**src/rtl/mem_port_arbiter_pkg.sv**
```systemverilog
// Shared types for the memory-port arbiter: word/mask aliases and arbiter FSM states.
// Latency: none (types only).
// Backpressure: none (types only).
package mem_port_arbiter_pkg;

  typedef logic [15:0] lc3b_word;
  typedef logic [1:0]  lc3b_mem_wmask;

  typedef enum logic [2:0] {
    IDLE,
    SERVE_A,
    SERVE_B,
    RESP_A,
    RESP_B
  } lc3b_arb_state;

  // Identity of the most recently granted port, used for round-robin.
  typedef enum logic {
    GRANT_A = 1'b0,
    GRANT_B = 1'b1
  } arb_port_e;

endpackage

```
**src/rtl/mem_port_arbiter_sat_counter.sv**
```systemverilog
// Saturating up-counter for performance monitoring; clr wins over inc.
// Latency: count reflects inc/clr one cycle after they are sampled.
// Backpressure: none; holds at all-ones instead of wrapping.
//
// Ports: clk, reset (sync, active-high), inc, clr, count[WIDTH-1:0].
module sat_counter #(
  parameter int WIDTH = 16
) (
  input  logic             clk,
  input  logic             reset,
  input  logic             inc,
  input  logic             clr,
  output logic [WIDTH-1:0] count
);

  always_ff @(posedge clk) begin
    if (reset || clr) begin
      count <= '0;
    end else if (inc && (count != {WIDTH{1'b1}})) begin
      count <= count + 1'b1;
    end
  end

endmodule

```
**src/rtl/mem_port_arbiter.sv**
```systemverilog
// Two-port (A: instruction, B: data) to one downstream memory port arbiter, round-robin on conflict.
// Latency: grant in IDLE cycle 0, mem op in cycle 1, resp_x one cycle after mem_resp (min 2 cycles).
// Backpressure: a port's request is held by its initiator until resp_x; the other port waits in IDLE.
//
// Ports: clk, reset (sync, active-high); port A/B request (read/write/wmask/address/wdata) and
// response (resp/rdata); downstream mem_read/mem_write/mem_wmask/mem_address/mem_wdata out,
// mem_resp/mem_rdata in; conflict_count_reset in, conflict_count out.
module mem_port_arbiter
  import mem_port_arbiter_pkg::*;
#(
  parameter int COUNT_WIDTH = 16
) (
  input  logic                   clk,
  input  logic                   reset,

  input  logic                   read_a,
  input  logic                   write_a,
  input  lc3b_mem_wmask          wmask_a,
  input  lc3b_word               address_a,
  input  lc3b_word               wdata_a,
  output logic                   resp_a,
  output lc3b_word               rdata_a,

  input  logic                   read_b,
  input  logic                   write_b,
  input  lc3b_mem_wmask          wmask_b,
  input  lc3b_word               address_b,
  input  lc3b_word               wdata_b,
  output logic                   resp_b,
  output lc3b_word               rdata_b,

  output logic                   mem_read,
  output logic                   mem_write,
  output lc3b_mem_wmask          mem_wmask,
  output lc3b_word               mem_address,
  output lc3b_word               mem_wdata,
  input  logic                   mem_resp,
  input  lc3b_word               mem_rdata,

  input  logic                   conflict_count_reset,
  output logic [COUNT_WIDTH-1:0] conflict_count
);

  lc3b_arb_state state, state_next;
  arb_port_e     last_grant;

  // Latched request of the granted port; the downstream port is driven only from these.
  logic          req_read;
  logic          req_write;
  lc3b_mem_wmask req_wmask;
  lc3b_word      req_address;
  lc3b_word      req_wdata;

  logic pend_a, pend_b;
  logic grant_a, grant_b;
  logic capture_a, capture_b;
  logic conflict;
  logic serving;

  assign pend_a = read_a | write_a;
  assign pend_b = read_b | write_b;

  always_ff @(posedge clk) begin
    if (reset) begin
      state <= IDLE;
    end else begin
      state <= state_next;
    end
  end

  always_comb begin
    state_next  = state;
    grant_a     = 1'b0;
    grant_b     = 1'b0;
    capture_a   = 1'b0;
    capture_b   = 1'b0;
    conflict    = 1'b0;
    serving     = 1'b0;
    resp_a      = 1'b0;
    resp_b      = 1'b0;
    mem_read    = 1'b0;
    mem_write   = 1'b0;
    mem_wmask   = '0;
    mem_address = '0;
    mem_wdata   = '0;

    unique case (state)
      IDLE: begin
        if (pend_a && pend_b) begin
          conflict = 1'b1;
          if (last_grant == GRANT_B) grant_a = 1'b1;
          else                       grant_b = 1'b1;
        end else if (pend_a) begin
          grant_a = 1'b1;
        end else if (pend_b) begin
          grant_b = 1'b1;
        end
        if (grant_a)      state_next = SERVE_A;
        else if (grant_b) state_next = SERVE_B;
      end
      SERVE_A: begin
        serving = 1'b1;
        if (mem_resp) begin
          capture_a  = 1'b1;
          state_next = RESP_A;
        end
      end
      SERVE_B: begin
        serving = 1'b1;
        if (mem_resp) begin
          capture_b  = 1'b1;
          state_next = RESP_B;
        end
      end
      RESP_A: begin
        resp_a     = 1'b1;
        state_next = IDLE;
      end
      RESP_B: begin
        resp_b     = 1'b1;
        state_next = IDLE;
      end
      default: state_next = IDLE;
    endcase

    // Outside SERVE the downstream port is forced to zero so stale request
    // registers never leak out between transactions.
    if (serving) begin
      mem_read    = req_read;
      mem_write   = req_write;
      mem_wmask   = req_wmask;
      mem_address = req_address;
      mem_wdata   = req_wdata;
    end
  end

  // Request latch; a port asserting both read and write is treated as a write.
  always_ff @(posedge clk) begin
    if (reset) begin
      last_grant  <= GRANT_B;
      req_read    <= 1'b0;
      req_write   <= 1'b0;
      req_wmask   <= '0;
      req_address <= '0;
      req_wdata   <= '0;
    end else if (grant_a) begin
      last_grant  <= GRANT_A;
      req_read    <= read_a & ~write_a;
      req_write   <= write_a;
      req_wmask   <= wmask_a;
      req_address <= address_a;
      req_wdata   <= wdata_a;
    end else if (grant_b) begin
      last_grant  <= GRANT_B;
      req_read    <= read_b & ~write_b;
      req_write   <= write_b;
      req_wmask   <= wmask_b;
      req_address <= address_b;
      req_wdata   <= wdata_b;
    end
  end

  // Read data is captured on every completion (writes too) and held until the
  // next completion for the same port.
  always_ff @(posedge clk) begin
    if (reset) begin
      rdata_a <= '0;
      rdata_b <= '0;
    end else begin
      if (capture_a) rdata_a <= mem_rdata;
      if (capture_b) rdata_b <= mem_rdata;
    end
  end

  sat_counter #(
    .WIDTH (COUNT_WIDTH)
  ) u_conflict_counter (
    .clk   (clk),
    .reset (reset),
    .inc   (conflict),
    .clr   (conflict_count_reset),
    .count (conflict_count)
  );

endmodule

```
**config.mk**
```make
export PLATFORM = sky130hd
export DESIGN_NAME = mem_port_arbiter
export DESIGN_NICKNAME = d
export VERILOG_FILES = /design/src/rtl/mem_port_arbiter_pkg.sv /design/src/rtl/mem_port_arbiter_sat_counter.sv /design/src/rtl/mem_port_arbiter.sv
export SDC_FILE = /design/constraint.sdc
export NUM_CORES = 1
export LEC_CHECK = 0
export BUFFER_PORTS_ARGS = -buffer_cell sky130_fd_sc_hd__buf_2
export CAP_MARGIN = 10
export CORE_ASPECT_RATIO = 0.9
export CORE_UTILIZATION = 45
export DETAILED_ROUTE_END_ITERATION = 6
export PLACE_DENSITY_LB_ADDON = 0.12
export SLEW_MARGIN = 20
export SYNTH_ARGS = -nofsm -noshare
export SYNTH_HDL_FRONTEND = slang
export SYNTH_SLANG_ARGS = --single-unit
```
**constraint.sdc**
```tcl
create_clock -name clk -period 4.2 [get_ports clk]
set_input_delay 0.84 -clock clk [delete_from_list [all_inputs] [get_ports clk]]
set_output_delay 0.84 -clock clk [all_outputs]
set_load 0.03 [all_outputs]
```
==> metrics.txt <==
status finished, final reports clean; Synth Area in Compound Gates 0.181; largest net degree at the start of global routing 71; Post-Place Worst Slack 1.34 ns; Top Metal Used met5; Area contributors post-synth dfxtp_1 43%, nand2_1 14%, a311oi_1 7.4%, and2_1 5.9%, a21oi_1 5.3%; cts hold-fix bufs 0; wire length on met3 675 µm; CTS Buffer Depth 2; ys flop type dfxtp_1; Post-synth top cells 147 x nand2_1, 88 x dfxtp_1, 47 x nor2_1; FF-to-FF End u_conflict_counter.count[5]$_SDFFE_PP0P_; R2R cell count 5; Yosys top cell by area dfxtp_1; worst skew pair latency 0.36 ns; simple-gate share of the synthesized area 0.321; worst reg-to-reg setup slack 2.17 ns; Tot Pwr 3460 µW; Max Freq 346 MHz; count of final hold-check violations 0; Cell variety after synth 45; Std-Cell Rows 32; Internal Power 1830 µW; post-synthesis cell area 0.00405 mm²; Clk pwr share 0.160; fin cells 796; core area 0.00865 mm²; maxcap violations 0; post-route clock period utilization 0.687; largest family of logic cells by synthesized area simple AND/OR/NAND/NOR gates; Inserted Clock Buffers 9; Worst R2R Start u_conflict_counter.count[0]$_SDFFE_PP0P_; DIE AREA 0.00938 mm²; Power Density 674 mW/mm²; Metal-1 WL 4750 µm; Sink Count 88; clock slew at reported path FFs 0.10 ns; mux cell area share after synthesis 0.0148; setup TNS 0 ns; GRT Util Overall 0.226; DRC errors left 0; Seq/Total Area, Yosys 0.435; Layout Skew 0.0164 ns; Mapped Nets 613; vias in the first global route 3703; final net count 765; layout cells sized above 1 0.313; CTS Root Cell clkbuf_8; area added between synthesis and finish 26.7%; routed wl met2 5120 µm; final weighted congestion of routability-driven global placement 0.751; Tmin final 2.89 ns; CP startpoint kind flop; H-tree Lvls 3; Syn. warnings 0; async set-reset flop share out of synthesis 0; leak pwr 0.00229 µW; routed via count 4195; Post-synth EDFFs 0; Comb power frac 0.486; total wire length 10700 µm; ANT nets after route 0; RSZ-0062 raised after global routing false; Worst setup EP type output pin; sw frac 0.470; syn_area_per_cell 7.79 µm²; xor and xnor area share after synthesis 0.00216; slew margin rel. 0.490; Reg power frac 0.354; fin. max-slew vios 0; initial antenna violation count 1; Die Ht 92 µm; WHS Path Cells 2; post-DR wirelength/cell 13.4 µm; top cell type's share of synthesized area 0.435; GRT overflow 0; final setup margin 1.31 ns; Peak supply drop 0.361 mV; Post-CTS Setup Bufs 0; critical path arrival 2.05 ns; DIE WIDTH 102 µm; WS Path Type flop to output pin; class of the worst hold path flop to flop; DP HPWL 7380 µm; num ports 178; slew at the pin closest to its max-slew limit 0.765 ns; Worst Path Max Fanout 36; initial drt markers 179; hold path start rdata_b[13]$_SDFFE_PP0P_; final core occ 0.593; Worst Path Required 3.36 ns; Placed Cells 780; sw power 1620 µW; # diodes 0; cell count after synthesis 520; most numerous cell in the Yosys netlist nand2_1; # setup viols final 0; CTS tree built; post_cts resized 0; first drt pass iteration count 4; Synth Area in Adders 0.00309; port bufs 177; post-synthesis register bit count 88; Initial Util 0.468; DR vias/cell 5.27; Hold EP rdata_b[13]$_SDFFE_PP0P_; first-pass GRT wire length 17000 µm; Filler cells 854
[stage by stage]
step	cell area [µm²]	hold slack, ns
3_3_place_gp	4940	0.439
2_1_floorplan	4050	0.464
3_5_place_dp	4940	0.445
4_1_cts	5120	0.458
6_report	5130	0.457
5_1_grt	5130	0.472
[layer usage]
layer | track usage | up-vias
li1 | - | 2113
met1 | 0.279 | 1945
met2 | 0.386 | 123
met3 | 0.0625 | 12
met4 | 0.0571 | 2
met5 | 0 | -
[cell type report]
| cell class | instances | area (µm²) | share of cell area |
|---|---|---|---|
| inverters | 1 | 3.75 | 0.000732 |
| repair buffers | 180 | 908 | 0.177 |
| clock inverters | 7 | 60.1 | 0.0117 |
| flip-flops and latches | 88 | 1760 | 0.343 |
| multi-input cells | 392 | 2120 | 0.414 |
| clock buffers | 9 | 124 | 0.0241 |
| well taps | 119 | 149 | 0.0290 |
[cells by family (layout without fill, tap and decap cells)]
family / Yosys count / after routing
DFF: 88 / 88
muxes: 6 / 6
adders and majority gates: 1 / 1
xor gates and xnor gates: 1 / 1
and+or+nand+nor: 280 / 280
buffers and inverters: 40 / 197
AOI/OAI and AO/OA: 104 / 104
[power by group through the flow]
stage                     sequential (µW)  clock (µW)  combinational, µW
after floorplan                      1260           0               1270
after global placement               1240           0               1650
after detailed placement             1240           0               1690
after CTS                            1220         572               1690
after global routing                 1250         607               1870
final                                1220         553               1680
[how the worst max path moves through the flow]
stage	slack, ns	endpoint	start	cells after the start
6_report	1.31	mem_read	state[1]$_SDFFE_PP0P_	4
5_1_grt	1.14	mem_address[11]	state[0]$_SDFFE_PP0P_	4
4_1_cts	0.95	mem_read	state[1]$_SDFFE_PP0P_	4
3_5_place_dp	1.34	mem_read	state[1]$_SDFFE_PP0P_	4
3_3_place_gp	1.44	mem_read	state[1]$_SDFFE_PP0P_	4
2_1_floorplan	1.99	mem_address[0]	state[1]$_SDFFE_PP0P_	5
[critical path, cell delays in order (launching register included)]
cell and delay, ns:
dfxtp_1 0.56, xnor2_1 0.18, nor2_4 0.52, and2_1 0.23
buf_2 0.20
[state kept, by name, indices dropped and copies added, names as in the netlist]
| signal | count |
|---|---|
| req_wmask | 2 |
| u_conflict_counter.count | 16 |
| state | 3 |
| req_write | 1 |
| req_wdata | 16 |
| req_address | 16 |
| rdata_a | 16 |
| req_read | 1 |
| last_grant | 1 |
| rdata_b | 16 |
[layout by cell type (no fill, tap or decap), types with 4 or more instances in the layout]
cell	instances
o31ai_1	6
nand2_1	147
buf_2	177
a21oi_1	43
o21ai_0	4
nor2_1	46
mux2i_1	6
nand4_1	4
a211oi_1	5
clkbuf_8	9
nand3_1	7
or4_1	7
and2_1	38
or3_1	5
a311oi_1	34
dfxtp_1	88
nor4_1	4
No activity file was read; power rests on OpenSTA's default activity.
